### src/rtl/xoro_periph_pkg.sv
// Shared definitions for the xoro peripheral slice: register map, ADC command
// layout, sample width and the scanner state encoding.
package xoro_periph_pkg;

  localparam int unsigned SPI_W      = 16;
  localparam int unsigned BUS_W      = 32;
  localparam int unsigned ADDR_W     = 6;
  localparam int unsigned STRB_W     = 4;
  localparam int unsigned REG_IDX_W  = 4;
  localparam int unsigned SAMPLE_W   = 12;
  localparam int unsigned MAX_CH     = 8;
  localparam int unsigned CH_W       = 3;
  localparam int unsigned CMD_CH_LSB = 11;
  localparam int unsigned CMD_CH_MSB = 13;
  localparam int unsigned SCAN_CNT_W = 16;
  localparam int unsigned SCAN_CNT_LSB = 8;

  localparam logic [REG_IDX_W-1:0] REG_RESULT0 = 4'd0;
  localparam logic [REG_IDX_W-1:0] REG_CTRL    = 4'd8;
  localparam logic [REG_IDX_W-1:0] REG_STATUS  = 4'd9;

  typedef enum logic [1:0] {
    ST_IDLE      = 2'd0,
    ST_TRIG      = 2'd1,
    ST_DONE_WAIT = 2'd2,
    ST_STORE     = 2'd3
  } scan_state_e;

  // Sample write from the scanner FSM into the result bank
  typedef struct packed {
    logic                en;
    logic [CH_W-1:0]     slot;
    logic [SAMPLE_W-1:0] data;
  } store_t;

  function automatic logic [SPI_W-1:0] adc_cmd(input logic [CH_W-1:0] ch);
    logic [SPI_W-1:0] cmd;
    cmd = '0;
    cmd[CMD_CH_MSB:CMD_CH_LSB] = ch;
    return cmd;
  endfunction

endpackage

### src/rtl/adc_regfile.sv
// Bus-facing register bank of the ADC scanner: RESULT[0..7], CTRL, STATUS,
// with fresh-on-store / clear-on-read and sticky timeout rules.
module adc_regfile
  import xoro_periph_pkg::*;
(
  input  logic              clk,
  input  logic              resn,
  input  logic              mem_valid,
  input  logic [ADDR_W-1:0] mem_addr,
  input  logic [BUS_W-1:0]  mem_wdata,
  input  logic [STRB_W-1:0] mem_wstrb,
  output logic [BUS_W-1:0]  mem_rdata,
  output logic              mem_ready,
  input  store_t            store,
  input  logic              scan_done,
  input  logic              timeout_set,
  input  logic              busy,
  output logic              enable
);

  logic [MAX_CH-1:0][SAMPLE_W-1:0] sample;
  logic [MAX_CH-1:0]               fresh;
  logic                            timeout_flag;
  logic [SCAN_CNT_W-1:0]           scan_cnt;

  logic [REG_IDX_W-1:0] idx_c;
  logic [CH_W-1:0]      slot_c;
  logic                 access_c;
  logic                 rd_c;
  logic                 wr_c;
  logic                 res_sel_c;
  logic [BUS_W-1:0]     rd_word_c;
  logic                 unused_bits;

  // One access per request: ready itself blocks a second accept while valid lingers
  assign access_c  = mem_valid && !mem_ready;
  assign rd_c      = access_c && (mem_wstrb == '0);
  assign wr_c      = access_c && (mem_wstrb != '0);
  assign idx_c     = mem_addr[ADDR_W-1:2];
  assign slot_c    = idx_c[CH_W-1:0];
  assign res_sel_c = (idx_c[REG_IDX_W-1:CH_W] == REG_RESULT0[REG_IDX_W-1:CH_W]);

  assign unused_bits = ^{mem_addr[1:0], mem_wdata[BUS_W-1:2]};

  always_comb begin
    rd_word_c = '0;
    if (res_sel_c) begin
      rd_word_c[BUS_W-1]      = fresh[slot_c];
      rd_word_c[SAMPLE_W-1:0] = sample[slot_c];
    end else if (idx_c == REG_CTRL) begin
      rd_word_c[0] = enable;
    end else if (idx_c == REG_STATUS) begin
      rd_word_c[0] = busy;
      rd_word_c[1] = timeout_flag;
      rd_word_c[SCAN_CNT_LSB +: SCAN_CNT_W] = scan_cnt;
    end
  end

  // Later assignments win: a store beats a same-cycle read-clear, a timeout beats a W1C
  always_ff @(posedge clk) begin
    if (!resn) begin
      mem_ready    <= 1'b0;
      mem_rdata    <= '0;
      sample       <= '0;
      fresh        <= '0;
      enable       <= 1'b0;
      timeout_flag <= 1'b0;
      scan_cnt     <= '0;
    end else begin
      mem_ready <= access_c;
      mem_rdata <= rd_c ? rd_word_c : '0;
      if (rd_c && res_sel_c) begin
        fresh[slot_c] <= 1'b0;
      end
      if (store.en) begin
        sample[store.slot] <= store.data;
        fresh[store.slot]  <= 1'b1;
      end
      if (wr_c && mem_wstrb[0]) begin
        if (idx_c == REG_CTRL) begin
          enable <= mem_wdata[0];
        end
        if ((idx_c == REG_STATUS) && mem_wdata[1]) begin
          timeout_flag <= 1'b0;
        end
      end
      if (timeout_set) begin
        timeout_flag <= 1'b1;
      end
      if (scan_done) begin
        scan_cnt <= scan_cnt + SCAN_CNT_W'(1);
      end
    end
  end

endmodule

### src/rtl/adc_scanner.sv
// Autonomous ADC channel sequencer: drives the spi master handshake for
// NUM_CH+1 pipelined frames per scan and files samples into adc_regfile.
module adc_scanner
  import xoro_periph_pkg::*;
#(
  parameter int unsigned NUM_CH  = 8,
  parameter int unsigned PERIOD  = 100000,
  parameter int unsigned TIMEOUT = 4096
) (
  input  logic              clk,
  input  logic              resn,
  output logic              spi_trig,
  output logic [SPI_W-1:0]  spi_wrData,
  input  logic [SPI_W-1:0]  spi_rdData,
  input  logic              spi_done,
  input  logic              mem_valid,
  input  logic [ADDR_W-1:0] mem_addr,
  input  logic [BUS_W-1:0]  mem_wdata,
  input  logic [STRB_W-1:0] mem_wstrb,
  output logic [BUS_W-1:0]  mem_rdata,
  output logic              mem_ready,
  output logic              irq
);

  localparam int unsigned IDX_W  = $clog2(NUM_CH + 1);
  localparam int unsigned PCNT_W = (PERIOD > 1) ? $clog2(PERIOD) : 1;
  localparam int unsigned TCNT_W = (TIMEOUT > 1) ? $clog2(TIMEOUT) : 1;
  localparam logic [IDX_W-1:0]  IDX_LAST    = IDX_W'(NUM_CH);
  localparam logic [PCNT_W-1:0] PCNT_RELOAD = PCNT_W'(PERIOD - 1);
  localparam logic [TCNT_W-1:0] TCNT_LAST   = TCNT_W'(TIMEOUT - 1);

  scan_state_e       state, state_nxt;
  logic [IDX_W-1:0]  idx, idx_nxt;
  logic [TCNT_W-1:0] tcnt, tcnt_nxt;
  logic [PCNT_W-1:0] pcnt, pcnt_nxt;

  logic              trig_nxt;
  logic [SPI_W-1:0]  wrdata_nxt;
  logic              irq_nxt;
  logic [CH_W-1:0]   ch_nxt_c;
  logic              expired_c;
  logic              timeout_c;
  logic              scan_done_c;
  logic              busy_c;
  logic              enable;
  store_t            store_c;
  logic              unused_rd;

  assign expired_c = (tcnt == TCNT_LAST);
  assign busy_c    = (state != ST_IDLE);
  assign unused_rd = ^spi_rdData[SPI_W-1:SAMPLE_W];

  always_ff @(posedge clk) begin
    if (!resn) begin
      state      <= ST_IDLE;
      idx        <= '0;
      tcnt       <= '0;
      pcnt       <= '0;
      spi_trig   <= 1'b0;
      spi_wrData <= '0;
      irq        <= 1'b0;
    end else begin
      state      <= state_nxt;
      idx        <= idx_nxt;
      tcnt       <= tcnt_nxt;
      pcnt       <= pcnt_nxt;
      spi_trig   <= trig_nxt;
      spi_wrData <= wrdata_nxt;
      irq        <= irq_nxt;
    end
  end

  // Next state; the period counter runs start-to-start and parks at zero
  always_comb begin
    state_nxt = state;
    idx_nxt   = idx;
    tcnt_nxt  = tcnt;
    pcnt_nxt  = pcnt;
    if (enable && (pcnt != '0)) begin
      pcnt_nxt = pcnt - PCNT_W'(1);
    end
    unique case (state)
      ST_IDLE: begin
        if (enable && (pcnt == '0)) begin
          state_nxt = ST_TRIG;
          idx_nxt   = '0;
          tcnt_nxt  = '0;
          pcnt_nxt  = PCNT_RELOAD;
        end
      end
      ST_TRIG: begin
        if (!spi_done) begin
          state_nxt = ST_DONE_WAIT;
          tcnt_nxt  = '0;
        end else if (expired_c) begin
          state_nxt = ST_IDLE;
        end else begin
          tcnt_nxt = tcnt + TCNT_W'(1);
        end
      end
      ST_DONE_WAIT: begin
        if (spi_done) begin
          state_nxt = ST_STORE;
        end else if (expired_c) begin
          state_nxt = ST_IDLE;
        end else begin
          tcnt_nxt = tcnt + TCNT_W'(1);
        end
      end
      ST_STORE: begin
        if (idx == IDX_LAST) begin
          state_nxt = ST_IDLE;
        end else begin
          state_nxt = ST_TRIG;
          idx_nxt   = idx + IDX_W'(1);
          tcnt_nxt  = '0;
        end
      end
    endcase
  end

  // Outputs; the command word latches on TRIG entry and holds through DONE_WAIT
  always_comb begin
    trig_nxt    = (state_nxt == ST_TRIG);
    wrdata_nxt  = spi_wrData;
    ch_nxt_c    = (idx_nxt == IDX_LAST) ? '0 : CH_W'(idx_nxt);
    scan_done_c = (state == ST_STORE) && (idx == IDX_LAST);
    irq_nxt     = scan_done_c;
    timeout_c   = expired_c && (((state == ST_TRIG) && spi_done) ||
                                ((state == ST_DONE_WAIT) && !spi_done));
    store_c     = '0;
    if ((state_nxt == ST_TRIG) && (state != ST_TRIG)) begin
      wrdata_nxt = adc_cmd(ch_nxt_c);
    end
    if ((state == ST_STORE) && (idx != '0)) begin
      store_c.en   = 1'b1;
      store_c.slot = CH_W'(idx - IDX_W'(1));
      store_c.data = spi_rdData[SAMPLE_W-1:0];
    end
  end

  adc_regfile u_regfile (
    .clk         (clk),
    .resn        (resn),
    .mem_valid   (mem_valid),
    .mem_addr    (mem_addr),
    .mem_wdata   (mem_wdata),
    .mem_wstrb   (mem_wstrb),
    .mem_rdata   (mem_rdata),
    .mem_ready   (mem_ready),
    .store       (store_c),
    .scan_done   (scan_done_c),
    .timeout_set (timeout_c),
    .busy        (busy_c),
    .enable      (enable)
  );

endmodule

### config.mk
export PLATFORM = sky130hd
export DESIGN_NAME = adc_scanner
export DESIGN_NICKNAME = d
export VERILOG_FILES = /design/src/rtl/xoro_periph_pkg.sv /design/src/rtl/adc_regfile.sv /design/src/rtl/adc_scanner.sv
export SDC_FILE = /design/constraint.sdc
export NUM_CORES = 1
export LEC_CHECK = 0
export ABC_AREA = 1
export BUFFER_PORTS_ARGS = -buffer_cell sky130_fd_sc_hd__buf_2
export CORE_AREA = 3 3 145 203
export CTS_CLUSTER_DIAMETER = 60
export DETAILED_ROUTE_END_ITERATION = 6
export DIE_AREA = 0 0 148 206
export GPL_TIMING_DRIVEN = 0
export SYNTH_ARGS = -nofsm -noshare
export SYNTH_HDL_FRONTEND = slang
export SYNTH_SLANG_ARGS = --single-unit
export TNS_END_PERCENT = 20
### constraint.sdc
create_clock -name clk -period 3.3 [get_ports clk]
set_input_delay 0.66 -clock clk [delete_from_list [all_inputs] [get_ports clk]]
set_output_delay 0.66 -clock clk [all_outputs]
set_load 0.005 [all_outputs]
==> summary.md <==
| Metric | Value |
|---|---|
| Sequential Power Share | `48.5%` |
| Final WL | `23900 um` |
| Critical path startpoint category | `flop` |
| Vias in the first global route | `7177` |
| Worst setup path category | `reg2reg` |
| Clock-pin slew on the worst setup and hold paths | `70 ps` |
| Die X-Extent | `148 um` |
| Die area | `30500 sq um` |
| Via Count | `7561` |
| Post-synthesis sequential area ratio | `45.6%` |
| Yosys cell types | `46` |
| Clk sinks | `188` |
| Main combinational cell family by area after synthesis | `simple AND/OR/NAND/NOR gates` |
| Pins Over Slew Limit | `0` |
| Cell with the most instances after synthesis | `dfxtp_1` |
| P_leak | `0.00385 uW` |
| Core Region | `27700 sq um` |
| Fmax | `408 MHz` |
| Worst vdd ir | `276 uV` |
| Relative slew slack | `45.3%` |
| Clk pwr share | `43.7%` |
| Worst Clk Skew | `12.7 ps` |
| HP Class | `reg2reg` |
| Max-Cap Viols | `0` |
| RSZ-0062 raised after global routing | `false` |
| GRT Max-Usage Layer | `met2` |
| Die Span Y | `206 um` |
| Area delta synth->final | `16.9%` |
| Cell Area, Synth | `8250 sq um` |
| GRT Resource Usage Total | `15.7%` |
| DRT antenna net count | `0` |
| Total Neg Setup Slack | `0 ps` |
| Gpl congestion | `0.849` |
| FF+latch count, synth | `188` |
| Port bufs | `54` |
| I/O pins | `113` |
| Met2 global-route usage | `29.9%` |
| Sw Ratio | `25.1%` |
| CTS tree | `built` |
| GRT overflow | `0` |
| # rows | `72` |
| Outcome | `complete, no violations` |
| Gate power share | `7.8%` |
| Critical path fanouts, max | `10` |
| R2R Setup Slk | `850 ps` |
| Switch Pwr | `1200 uW` |
| Initial antenna violation count | `0` |
| Synth area leaders | `dfxtp_1, nand2_1, a21oi_1` |
| DRC | `0` |
| Mean Syn Cell Area | `7.56 sq um` |
| Post-Synthesis Cells | `1091` |
| Tot Pwr | `4800 uW` |
| Power Internal | `3590 uW` |
| Initial DRC count | `486` |
| Dpl hpwl | `18300 um` |
| Tcrit/Tclk final | `74.3%` |
| Most frequent cells after synthesis | `dfxtp_1, nand2_1, nor2_1` |
| Synth Flop Type | `dfxtp_1` |
| # hold bufs at CTS | `0` |
| Cell taking the most area after synthesis | `dfxtp_1` |
| Fraction of registers with async set/reset | `0%` |
| Crit path capture type | `flop` |
| Avg WL per Cell | `15.3 um` |
| H-tree depth | `4` |
| Simple-Gate Fraction of Synth Area | `21.4%` |
| Largest net degree at the start of global routing | `17` |
| Max Root-Sink Buffers | `2` |
| Tmin final | `2450 ps` |
| Initial core utilization | `29.7%` |
| First-pass GRT wire length | `37700 um` |
| Hold slack | `441 ps` |
| First drt pass iteration count | `6` |
| Skew-Pair Late Insertion Delay | `450 ps` |
| Post-synth EDFFs | `0` |
| Adder-Cell Fraction of Synth Area | `1.52%` |
| NumNets Final | `1255` |
| Total CTS buffers | `17` |
| Worst Path Required | `3680 ps` |
| Clock root buffer | `clkbuf_16` |
| Met1 GRT Util | `17.2%` |
| CP Data Arrival Time | `2830 ps` |
| Pwr Density | `497 nW/um^2` |
| CTS resizes | `0` |
| Layout cell share with drive strength beyond 1 | `13.4%` |
| Final hold vios | `0` |
| Post-Synth XOR/XNOR Area | `0.956%` |
| Least-Margin Pin Slew | `821 ps` |
| Postcts setup bufs | `0` |
| Antenna diode instance count | `0` |
| YS warnings | `0` |
| Met3 usage | `2.65%` |
| Setup violators final | `0` |
| Vias per inst | `4.83` |
| Post-synthesis mux area share | `0%` |
| Compound-cell area share of the yosys netlist | `20.9%` |
| Post-synth top area share | `45.6%` |
## cells by family (layout without fill, tap and decap cells)
group                      count (synthesis)  count (layout)
DFF                                      188             188
and+or+nand+nor                          399             399
buffers and inverters                    183             268
AOI/OAI and AO/OA                        301             301
xor gates and xnor gates                   9               9
adders and majority gates                 10              10
other                                      1              20
## cells in the final DEF (no fill, tap or decap), types with 17 or more instances in the layout
cell type and count:
buf_4 21, clkbuf_1 30, o21ai_0 104, nand3_1 33, buf_2 70, nor3_1 17
nor2_1 131, a211oi_1 24, nand2_1 166, clkbuf_16 17, a22oi_1 17, dfxtp_1 188
conb_1 20, a21oi_1 107, inv_1 110
## critical path, cell delays in order (launching register included)
cell	delay, ps
dfxtp_1	340
buf_2	230
inv_1	170
ha_1	240
nand2_1	110
o21ai_2	110
nor2_1	190
nand2_1	140
nor2_2	250
buf_2	310
o21ai_0	140
a21oi_1	150
## flip-flops by register name, summed over array words and instances (netlist names)
name,flops
irq,1
spi_wrData,3
u_regfile.enable,1
u_regfile.fresh,8
tcnt,12
idx,4
pcnt,17
u_regfile.timeout_flag,1
spi_trig,1
state,2
u_regfile.scan_cnt,16
u_regfile.sample,96
u_regfile.mem_rdata,25
u_regfile.mem_ready,1
## cell type report
cell class                      count  area [sq um]
Tap cell                          370           463
Clock buffer                       20           457
Sequential cell                   188          3760
Timing Repair Buffer               54           270
Inverter                          116           437
Buffer                             67           350
Multi-Input combinational cell    739          3770
Fill cell                        3026         18100
Clock inverter                     11           133
## power by group through the flow
stage                     registers, uW  logic, uW  clock network (uW)
final                              2330        373                2100
after global routing               2330        427                2220
after CTS                          2330        376                2130
after detailed placement           2380        375                   0
after global placement             2380        372                   0
after floorplan                    2380        247                   0
## per-stage QoR
step	cell area, sq um	util, %	setup WS (ps)	cells
6_report	9640	34.7	849	1565
5_1_grt	9640	34.7	637	1565
4_1_cts	9640	34.7	905	1565
3_5_place_dp	9050	32.6	703	1534
3_3_place_gp	9050	32.6	712	1534
2_1_floorplan	8320	-	1360	1110
## worst paths after layout
check                                      endpoint                            from  cells after the start
hold / removal       u_regfile.mem_ready$_SDFF_PN0_  u_regfile.mem_ready$_SDFF_PN0_                      1
setup reg to reg  u_regfile.sample[79]$_SDFFE_PN0P_               idx[0]$_SDFF_PN0_                     11
setup / recovery  u_regfile.sample[79]$_SDFFE_PN0P_               idx[0]$_SDFF_PN0_                     11
hold reg to reg      u_regfile.mem_ready$_SDFF_PN0_  u_regfile.mem_ready$_SDFF_PN0_                      1
## metal layers
layer	vias up	routed length [um]
met5	-	0
met4	0	547
met3	32	1170
met2	217	12500
met1	3520	9610
li1	3792	-
Note: power is estimated with default switching activity, not from simulation.
